==> src/rtl/lsu.sv <==
// lsu: load/store unit between the execute stage and the data-memory port.
// Accepts one request at a time, aligns address/data/byte mask for stores,
// extracts and extends load data, and rejects misaligned or illegal-size
// accesses without issuing a memory request.
//
// Ports:
//   clk, rst                      clock, synchronous active-high reset
//   req_valid/req_ready           core request handshake
//   req_wen, req_size, req_signed request type, size (00 b, 01 h, 10 w), extension
//   req_addr, req_wdata           byte address, right-justified store data
//   mem_ren/mem_wen               memory read/write request (held until mem_gnt)
//   mem_raddr/mem_waddr           word-aligned addresses, 0 when not requesting
//   mem_wdata, mem_wmask          lane-shifted store data and byte-lane mask
//   mem_gnt, mem_rvalid, mem_rdata, mem_bvalid   memory handshake and read data
//   resp_valid, resp_rdata, resp_err             one-cycle completion to the core
module lsu #(
  parameter int unsigned ADDR_W = 32,
  parameter int unsigned DATA_W = 32
) (
  input  logic              clk,
  input  logic              rst,
  input  logic              req_valid,
  output logic              req_ready,
  input  logic              req_wen,
  input  logic [1:0]        req_size,
  input  logic              req_signed,
  input  logic [ADDR_W-1:0] req_addr,
  input  logic [DATA_W-1:0] req_wdata,
  output logic              mem_ren,
  output logic              mem_wen,
  output logic [ADDR_W-1:0] mem_raddr,
  output logic [ADDR_W-1:0] mem_waddr,
  output logic [DATA_W-1:0] mem_wdata,
  output logic [7:0]        mem_wmask,
  input  logic              mem_gnt,
  input  logic              mem_rvalid,
  input  logic [DATA_W-1:0] mem_rdata,
  input  logic              mem_bvalid,
  output logic              resp_valid,
  output logic [DATA_W-1:0] resp_rdata,
  output logic              resp_err
);

  typedef enum logic [1:0] {StIdle, StReq, StWait, StResp} state_e;

  state_e              state_q, state_d;
  logic                wen_q;
  logic [1:0]          size_q;
  logic                signed_q;
  logic [ADDR_W-1:0]   addr_q;
  logic [DATA_W-1:0]   wdata_q;
  logic [DATA_W-1:0]   rdata_q;
  logic                err_q;

  logic                illegal;
  logic                rsp_match;
  logic                capture;
  logic [4:0]          lane_shift;
  logic [3:0]          mask4;
  logic [DATA_W-1:0]   rshift;
  logic [DATA_W-1:0]   load_ext;
  logic [ADDR_W-1:0]   word_addr;

  assign illegal = (req_size == 2'b11) ||
                   (req_size == 2'b01 && req_addr[0]) ||
                   (req_size == 2'b10 && (req_addr[1:0] != 2'b00));

  // Only the response type matching the latched request counts.
  assign rsp_match = wen_q ? mem_bvalid : mem_rvalid;

  assign capture = !wen_q && mem_rvalid &&
                   ((state_q == StReq && mem_gnt) || state_q == StWait);

  // State register
  always_ff @(posedge clk) begin
    if (rst) begin
      state_q  <= StIdle;
      wen_q    <= 1'b0;
      size_q   <= 2'b00;
      signed_q <= 1'b0;
      addr_q   <= '0;
      wdata_q  <= '0;
      rdata_q  <= '0;
      err_q    <= 1'b0;
    end else begin
      state_q <= state_d;
      if (state_q == StIdle && req_valid) begin
        wen_q    <= req_wen;
        size_q   <= req_size;
        signed_q <= req_signed;
        addr_q   <= req_addr;
        wdata_q  <= req_wdata;
        err_q    <= illegal;
      end
      if (capture) begin
        rdata_q <= mem_rdata;
      end
    end
  end

  // Next-state logic
  always_comb begin
    state_d = state_q;
    unique case (state_q)
      StIdle: if (req_valid) state_d = illegal ? StResp : StReq;
      StReq:  if (mem_gnt) state_d = rsp_match ? StResp : StWait;
      StWait: if (rsp_match) state_d = StResp;
      StResp: state_d = StIdle;
      default: state_d = StIdle;
    endcase
  end

  // Datapath helpers: lane shift is 8 * addr[1:0].
  always_comb begin
    lane_shift = {addr_q[1:0], 3'b000};
    word_addr  = {addr_q[ADDR_W-1:2], 2'b00};
    unique case (size_q)
      2'b00:   mask4 = 4'b0001 << addr_q[1:0];
      2'b01:   mask4 = 4'b0011 << addr_q[1:0];
      default: mask4 = 4'b1111;
    endcase
    rshift = rdata_q >> lane_shift;
    unique case (size_q)
      2'b00:   load_ext = {{(DATA_W-8){signed_q & rshift[7]}}, rshift[7:0]};
      2'b01:   load_ext = {{(DATA_W-16){signed_q & rshift[15]}}, rshift[15:0]};
      default: load_ext = rshift;
    endcase
  end

  // Output decode from registered state and latched request
  always_comb begin
    req_ready  = 1'b0;
    mem_ren    = 1'b0;
    mem_wen    = 1'b0;
    mem_raddr  = '0;
    mem_waddr  = '0;
    mem_wdata  = '0;
    mem_wmask  = '0;
    resp_valid = 1'b0;
    resp_rdata = '0;
    resp_err   = 1'b0;
    unique case (state_q)
      StIdle: req_ready = 1'b1;
      StReq: begin
        if (wen_q) begin
          mem_wen   = 1'b1;
          mem_waddr = word_addr;
          mem_wdata = wdata_q << lane_shift;
          mem_wmask = {4'b0000, mask4};
        end else begin
          mem_ren   = 1'b1;
          mem_raddr = word_addr;
        end
      end
      StWait: ;
      StResp: begin
        resp_valid = 1'b1;
        resp_err   = err_q;
        resp_rdata = (wen_q || err_q) ? '0 : load_ext;
      end
      default: ;
    endcase
  end

endmodule

==> config.mk <==
export PLATFORM = sky130hd
export DESIGN_NAME = lsu
export DESIGN_NICKNAME = d
export VERILOG_FILES = /design/src/rtl/lsu.sv
export SDC_FILE = /design/constraint.sdc
export NUM_CORES = 1
export LEC_CHECK = 0
export CAP_MARGIN = 30
export CORE_ASPECT_RATIO = 2
export CORE_MARGIN = 4
export CORE_UTILIZATION = 38
export CTS_CLUSTER_DIAMETER = 200
export DETAILED_ROUTE_END_ITERATION = 8
export PLACE_DENSITY_LB_ADDON = 0.15
export SLEW_MARGIN = 20
export SYNTH_ARGS = -nofsm -noshare
export SYNTH_HDL_FRONTEND = slang
export SYNTH_SLANG_ARGS = --single-unit
==> constraint.sdc <==
create_clock -name clk -period 1.7 [get_ports clk]
set_clock_uncertainty 0.2 [all_clocks]
set_input_delay 0.255 -clock clk [delete_from_list [all_inputs] [get_ports clk]]
set_output_delay 0.255 -clock clk [all_outputs]
set_load 0.02 [all_outputs]
==> impl_metrics.toml <==
[routing]
drt.antenna.violating_nets = 0
totalWireLength_um = 33000
mean_number_of_vias_per_cell = 5.84
avgRoutedWirePerCell_um = 24.6
dr.pass1.iters = 5
dr_total_vias = 7811
detail_route.iter0.violations = 460
drt_drc_violations_left = 0

[global_routing]
via_count_of_the_first_global_routing_pass = 7277
gr-max-usage-layer = "met2"
grt_remaining_overflow = 0
gr-usage-met2 = 0.557
groute.layer.met1.usage = 0.296
grt_first_pass_wirelength_um = 38200
met3_usage = 0.0622
grt_start_max_net_pins = 61
overall_global_routing_usage = 0.293
antenna_found_initial = 0

[outcome]
violated_checks = "negative setup slack"
outcome = "complete, but fails checks"

[logic_synthesis]
syn-mean-instance-area_um2 = 7.19
netlist_instances = 771
ys_seq_area_frac = 0.372
post_synthesis_cell_type_with_the_largest_combined_area = "dfxtp_1"
post-synth-top-area-fraction = 0.372
yosys_warnings = 0
netlist_top_cells_area = "dfxtp_1, nand2_1, a21oi_1"
synthesis.area_um2 = 5550
synth_cell_type_count = 37
yosys_register_bits = 103

[finish]
antenna_cells_inserted = 0
layout-drive-gt1-share = 0.652
fill_cells = 555
final_core_util = 0.893
finalInstanceArea_um2 = 12800
layout-area-overhead-vs-synth_pct = 131
design.final.nets = 1251

[hold_path]
worstHoldStart = "rst"
worstHoldPathType = "primary input to flop"

[floorplanning]
rows = 62
initial_core_util = 0.386
placeableCoreArea_um2 = 14400
die-area_um2 = 16700
chipWidth_um = 93.4
die_height_um = 179
ioPinCount = 247

[critical_path]
setup.worst_path.end_class = "primary output"
crit_arrival_ns = 2.02
timing_worst_setup_path_type = "flop to primary output"
worstPathMaxFanout = 11
cp_data_required_time_ns = 1.24
r2r-start = "state_q[1]"
startpoint_type = "flop"
critPathLaunch = "addr_q[1]"

[place]
dp.final_hpwl_um = 15600
detailedPlace.worstSlack_ns = -0.888
place.port_buffers = 238
globalplace.congestion = 0.821
place_area_um2 = 9290

[clock_tree]
max-clock-path-buffers = 2
number_of_buffers_added_by_the_clock_tree_synthesis_step = 9
worst_setup_hold_path_clk_slew_ns = 0.08
clockRootBuffer = "clkbuf_16"
cts.hold.buffers_added = 0
h-tree-depth = 3
clock_sinks = 103
tritoncts = "built"
insertion_delay_ns = 0.36

[timing]
fin_crit_ns = 2.47
setup_repair_after_global_routing_missed_its_margin = "yes"
tightestPinTransition_ns = 0.556
report.final.slew_viol_count = 0
timing.max_slew.rel_slack = 0.625
setup_violating_endpoint_count_in_the_final_report = 235
min_setup_slack_post_route_ns = -0.772
layout_worst_path_cycle_share = 1.45
final_hold_viol_count = 0
fmax_mhz = 404
aggregate_negative_setup_slack_ns = -96.76

[pwr]
p_total_mw = 14.9
switching_share = 0.416
power.share.clock = 0.164
seq_power_share = 0.221
power_per_cell_area_nw_per_um2 = 1160
ir_drop_uv = 954
cell_internal_pwr_mw = 8.70
power.static_leakage_nw = 5.15
switchingPower_mw = 6.20
p_comb_frac = 0.615

[run]
cap_viol_max_count = 0
==> registers in the layout (all words and copies together) (netlist names) <==
name	cells
addr_q	32
err_q	1
rdata_q	32
signed_q	1
size_q	2
state_q	2
wdata_q	32
wen_q	1
==> Yosys cell counts <==
master	n
nand2_1	223
a21oi_1	118
dfxtp_1	103
nor2_1	48
and3_1	41
a211oi_1	39
clkbuf_1	36
mux2i_1	34
and2_1	32
buf_2	22
nor2b_1	20
buf_4	10
inv_1	5
o21ai_1	5
buf_1	4
ha_1	4
buf_6	3
nand2b_1	2
nor3_1	2
o21ai_0	2
o21ai_2	2
a211o_1	1
a2bb2oi_1	1
a311oi_1	1
conb_1	1
mux2i_2	1
nand2_2	1
nor3b_1	1
nor3b_2	1
o21bai_1	1
o221ai_1	1
o311ai_0	1
o31ai_4	1
or3_1	1
or3b_1	1
or4_1	1
xnor2_1	1
==> cell families after synthesis <==
family / Yosys count / share of synthesized area
and+or+nand+nor: 374 / 0.301
AOI/OAI and AO/OA: 173 / 0.182
DFF: 103 / 0.372
buffers and inverters: 80 / 0.0699
muxes: 35 / 0.0639
adders and majority gates: 4 / 0.00903
other: 1 / 0.000676
xor gates and xnor gates: 1 / 0.00158
==> layer usage <==
layer	wire length (um)	vias to the layer above	share of wire
met5	0	-	0
met4	2290	0	0.069
met3	2510	183	0.076
met2	17600	516	0.53
met1	10600	3807	0.32
li1	-	3305	-
==> path summary, 6_finish.rpt <==
path | end | slack, ns | cells past startpoint
min | state_q[0] | 0.08 | 3
min reg2reg | addr_q[25] | 0.28 | 2
max | mem_wdata[31] | -0.77 | 6
max reg2reg | rdata_q[11] | -0.49 | 11
==> power groups by stage <==
stage / sequential (mW) / combinational [mW] / clock (mW)
finish: 3.30 / 9.17 / 2.44
global route: 3.32 / 9.45 / 2.51
CTS: 3.18 / 7.12 / 2.39
floorplan: 3.14 / 2.63 / 0
detailed placement: 3.19 / 4.61 / 0
global placement: 3.18 / 4.57 / 0
==> worst max-delay path, cell delays in order (launching register included) <==
cell	delay (ns)
dfxtp_4	0.40
buf_4	0.17
clkbuf_16	0.18
a211oi_1	0.47
buf_4	0.24
a211oi_4	0.05
buf_6	0.14
==> final cells by class <==
class / count / area (um^2) / share of cell area
Tap cell: 192 / 240 / 0.0187
Inverter: 5 / 43.8 / 0.00342
Clock inverter: 7 / 113 / 0.00878
Sequential cell: 103 / 2080 / 0.162
Clock buffer: 9 / 225 / 0.0176
Timing Repair Buffer: 427 / 4810 / 0.375
Multi-Input combinational cell: 595 / 5310 / 0.415
==> stage by stage <==
| stage | cells | hold slack (ns) |
|---|---|---|
| finish | 1338 | 0.0810 |
| global placement | 1247 | 0.240 |
| CTS | 1304 | 0.0449 |
| global route | 1338 | 0.0910 |
| detailed placement | 1248 | 0.244 |
| floorplan | 778 | 0.183 |
==> placed cells by master (no fill, tap or decap), drive strengths merged, types with 2 or more instances in the layout <==
master         count
conb               8
ha                 4
clkdlybuf4s50    104
nand2b             2
a21oi            118
bufinv             2
inv                7
nor2              48
dfxtp            103
mux2i             35
nor3               2
clkbuf            19
buf              313
o21ai              9
and2              32
and3              41
nor3b              2
clkinv             2
nand2            224
a211oi            39
nor2b             20
==> what timing repair did <==
| action | 4_1_cts | 5_1_grt |
|---|---|---|
| cloned | 15 | 11 |
| gates resized for setup | 990 | 349 |
| buffers inserted | 25 | 39 |
| pin swaps | 120 | 81 |
| endpoints found under the setup margin | 236 | 235 |
(Power assumes the default switching activity.)
==> RTL change 1, RTL diff (same flow settings) <==
Set the parameter `DATA_W` to 40 (it was 32).
--- a/src/rtl/lsu.sv
+++ b/src/rtl/lsu.sv
@@ -15,7 +15,7 @@
 //   resp_valid, resp_rdata, resp_err             one-cycle completion to the core
 module lsu #(
   parameter int unsigned ADDR_W = 32,
-  parameter int unsigned DATA_W = 32
+  parameter int unsigned DATA_W = 40
 ) (
   input  logic              clk,
   input  logic              rst,
Ports: changed (resized mem_rdata, mem_wdata, req_wdata and resp_rdata); port bits go from 247 to 279. No check against the original RTL was run, so the function may have changed too.
==> RTL change 1 against the original RTL <==
The flow still finishes with violations (negative setup slack); synthesized area rose by 20%; via count is 13% higher; final area up 14%; worst setup slack worse by 0.16 ns; total power up 9.0%; wire length grew 14%; sequential cell count rose by 16; combinational power down 2%; largest power group unchanged; highest routed layer unchanged.
==> RTL change 1: results <==
export IMPL_cp_top_family="simple AND/OR/NAND/NOR gates"
export IMPL_run_status="finished, violations left"
export IMPL_htree_levels=4
export IMPL_ir_drop_mv=0.8674
export IMPL_fin_cells=1571
export IMPL_ant_nets=0
export IMPL_synth_compound_area_share_pct=17.77
export IMPL_crit_slowest_cell="or3b_4"
export IMPL_failed_checks="negative setup slack"
export IMPL_clock_latency_ns=0.41
export IMPL_port_buffers=270
export IMPL_p_leak_nw=5.753
export IMPL_die_w_um=101.5
export IMPL_yosysUniqueCellTypes=40
export IMPL_met3_length_um=2534
export IMPL_synth_xor_area_share_pct=0
export IMPL_yosysTopAreaCell="dfxtp_1"
export IMPL_finalSetupViolCount=267
export IMPL_antenna_found_initial=5
export IMPL_clk_pin_slew_ns=0.06
export IMPL_powerDensity_nw_per_um2=1113
export IMPL_grt_start_max_net_pins=53
export IMPL_yosys_top_cells_count="nand2_1, a21oi_1, dfxtp_1, clkbuf_1, mux2i_1"
export IMPL_cts_resized=1055
export IMPL_top_regs="rdata_q x40, wdata_q x40, addr_q x32"
export IMPL_gp_congestion=0.8424
export IMPL_grt_use_met3_pct=6.328
export IMPL_critPathMaxStageDelay_ns=0.40
export IMPL_clk_path_buf_depth=2
export IMPL_grt_pass1_wl_um=47110
export IMPL_grt_pass1_vias=8625
export IMPL_drt_iter0_drc=620
export IMPL_dp_hpwl_um=19870
export IMPL_met1_length_um=11700
export IMPL_setup_tns_ns=-150.10
export IMPL_placed_area_um2=11150
export IMPL_use_met2_pct=55.56
export IMPL_wirelength_um=37680
export IMPL_grt_use_total_pct=30.94
export IMPL_use_met1_pct=30.39
export IMPL_cts_setup_buffers=41
export IMPL_dp_slack_ns=-1.024
export IMPL_cp_arrival_ns=2.18
export IMPL_synth_area_leaders="dfxtp_1, nand2_1, a21oi_1"
export IMPL_drive_gt1_share_pct=54.13
export IMPL_muxShareOfSynthArea_pct=11.03
export IMPL_synthAdderAreaFrac_pct=0.7530
export IMPL_avgSynthCellArea_um2=7.352
export IMPL_post_place_cells=1433
export IMPL_vias_per_cell=5.625
export IMPL_fillers=895
export IMPL_yosysSeqAreaShare_pct=35.84
export IMPL_critical_path_peak_fanout=6
export IMPL_nets=1469
export IMPL_fin_ws_ns=-0.9306
export IMPL_route_met2_wl_um=19750
export IMPL_numCtsBuffers=17
==> RTL change 1: cell count changes after synthesis, sizes merged, moves of 9 or more <==
cell	change
nor2	-9
mux2i	+9
nand2	+45
dfxtp	+16
mux4	+9
buf	-12
or2	+9
clkbuf	+25
a21oi	+35
a211oi	-22
==> RTL change 1: worst paths after layout <==
kind	slack [ns]	to	cells after the start
min	0.03	addr_q[10]$_SDFFE_PP0P_	2
max	-0.93	resp_rdata[19]	8
min reg2reg	0.26	wdata_q[30]$_SDFFE_PP0P_	2
max reg2reg	-0.72	rdata_q[18]$_SDFFE_PP0P_	12
==> RTL change 1: report_power, final <==
group / switching, W / internal (W)
clock network: 0.00145 / 0.00206
registers: 0.000449 / 0.00328
logic: 0.00447 / 0.00454
==> RTL change 1: layout make-up <==
class	instances	area share, %
timing repair buffer	501	39.18
sequential	119	16.43
inverter	7	0.2829
tap	210	1.800
clock inverter	14	0.8745
multi-input combinational	697	38.34
antenna	5	0.08573
clock buffer	18	3.009
==> RTL change 2, RTL diff (config.mk and constraints unchanged) <==
Made on the original files. Make the reset (`rst`) asynchronous in one clocked block. Comments in the files are not updated.
--- a/src/rtl/lsu.sv
+++ b/src/rtl/lsu.sv
@@ -72,7 +72,7 @@
                    ((state_q == StReq && mem_gnt) || state_q == StWait);
 
   // State register
-  always_ff @(posedge clk) begin
+  always_ff @(posedge clk or posedge rst) begin
     if (rst) begin
       state_q  <= StIdle;
       wen_q    <= 1'b0;
Check against the original RTL: differs if rst is asserted again (counterexample within 4 cycles, from zero or initial values and one cycle with rst high); with rst held inactive, the same outputs for 10 cycles.
==> RTL change 2 against the original RTL <==
The flow still finishes with violations (negative setup slack); global-route usage fell by 4.8 points; sequential cell count did not move; synthesized area rose by 4.9%; first-iteration DRC count fell by 62%; sequential share of layout area rose by 5.9 points; wire length fell by 23%; die area rose by 4.5%; synthesized cell count fell by 32%; total power rose by 59%; final area fell by 8.8%; worst setup slack got worse by 0.12 ns; critical endpoint is now resp_rdata[28]; largest power group unchanged; highest routed layer unchanged.
==> RTL change 2: results <==
export IMPL_clock_latency_ns=0.34
export IMPL_crit_slowest_cell="a311o_2"
export IMPL_finalSetupViolCount=235
export IMPL_drtPass1Iterations=4
export IMPL_nets=1001
export IMPL_synthCells=523
export IMPL_grt_pass1_vias=6310
export IMPL_dp_hpwl_um=15860
export IMPL_fillers=876
export IMPL_grt_use_total_pct=24.47
export IMPL_drive_gt1_share_pct=68.75
export IMPL_synth_area_leaders="dfrtp_1, mux2_2, and3_1"
export IMPL_critical_path_peak_fanout=8
export IMPL_yosysSeqAreaShare_pct=44.33
export IMPL_antenna_found_initial=1
export IMPL_synth_compound_area_share_pct=10.09
export IMPL_vias=5876
export IMPL_yosysUniqueCellTypes=39
export IMPL_run_status="finished, violations left"
export IMPL_p_leak_nw=4.991
export IMPL_fin_ws_ns=-0.8915
export IMPL_failed_checks="negative setup slack"
export IMPL_cp_top_family="compound AO/OA/AOI/OAI gates"
export IMPL_ir_drop_mv=1.204
export IMPL_setup_tns_ns=-126.31
export IMPL_synth_xor_area_share_pct=0
export IMPL_synthAdderAreaFrac_pct=0.8608
RTL change 2: cell count changes after synthesis, sizes merged, moves of 14 or more:
cell / before / now
a21oi: 118 / 4
clkbuf: 36 / 22
dfrtp: 0 / 103
dfxtp: 103 / 0
mux2: 0 / 116
mux2i: 35 / 17
nand2: 224 / 5
nor2: 48 / 23
RTL change 2: report_power, final:
part,switching [W],leakage (nW),internal (W)
combinational,0.00780,3.64,0.00900
clock,0.00100,0.134,0.00106
sequential,0.00116,1.22,0.00373
total,0.00996,4.99,0.0138
RTL change 2: kinds of logic (layout without fill, tap and decap cells):
| family | count (synthesis) | count (layout) |
|---|---|---|
| muxes | 134 | 134 |
| DFF | 103 | 103 |
| adders and majority gates | 4 | 4 |
| buffers and inverters | 59 | 424 |
| other | 1 | 9 |
| AOI/OAI and AO/OA | 80 | 81 |
| and+or+nand+nor | 142 | 142 |
RTL change 2: through the flow:
step,utilization (%),instance area (um2),setup slack [ns]
after global placement,65.36,9737,-0.8793
after CTS,69.94,10420,-0.8445
final,78.46,11690,-0.8915
after global routing,78.46,11690,-0.9414
after detailed placement,65.36,9737,-0.9425
after floorplan,-,6500,-0.7126
RTL change 2: metal layers:
layer	up-vias	track usage [%]	share of wire [%]
li1	2616	-	-
met1	2941	24.85	31
met2	251	47.01	58
met3	68	5.337	5.9
met4	0	9.179	4.7
met5	-	0	0
RTL change 2: final timing paths:
| path | start | cells after the start | end | slack [ns] |
|---|---|---|---|---|
| worst min-delay path | rst | 3 | wdata_q[10]$_DFFE_PP0P_ | 0.15 |
| max in group asynchronous | rst | 3 | addr_q[0]$_DFFE_PP0P_ | 0.82 |
| worst min register to register | wdata_q[26]$_DFFE_PP0P_ | 1 | wdata_q[26]$_DFFE_PP0P_ | 0.31 |
| worst max-delay path | state_q[1]$_DFFE_PP0P_ | 5 | resp_rdata[28] | -0.89 |
| worst max register to register | state_q[1]$_DFFE_PP0P_ | 11 | rdata_q[14]$_DFFE_PP0P_ | -0.72 |
| min in group clk | wdata_q[26]$_DFFE_PP0P_ | 1 | wdata_q[26]$_DFFE_PP0P_ | 0.31 |
RTL change 2: repair_timing:
item / in CTS / in global routing
endpoints found under the setup margin: 236 / 236
setup buffers: 12 / 34
pin swaps: 14 / 46
resized for setup: 651 / 299
cloned: 4 / 13
endpoints found under the hold margin: 0 / 0
RTL change 2: area by class of cell:
cell class	count	area (um2)	share of cell area [%]
multi-input combinational	369	4185	35.81
tap	195	244.0	2.087
clock inverter	6	51.30	0.4389
antenna	1	2.502	0.02141
sequential	103	2581	22.08
timing repair buffer	401	4348	37.20
inverter	7	37.54	0.3211
clock buffer	10	239.0	2.045
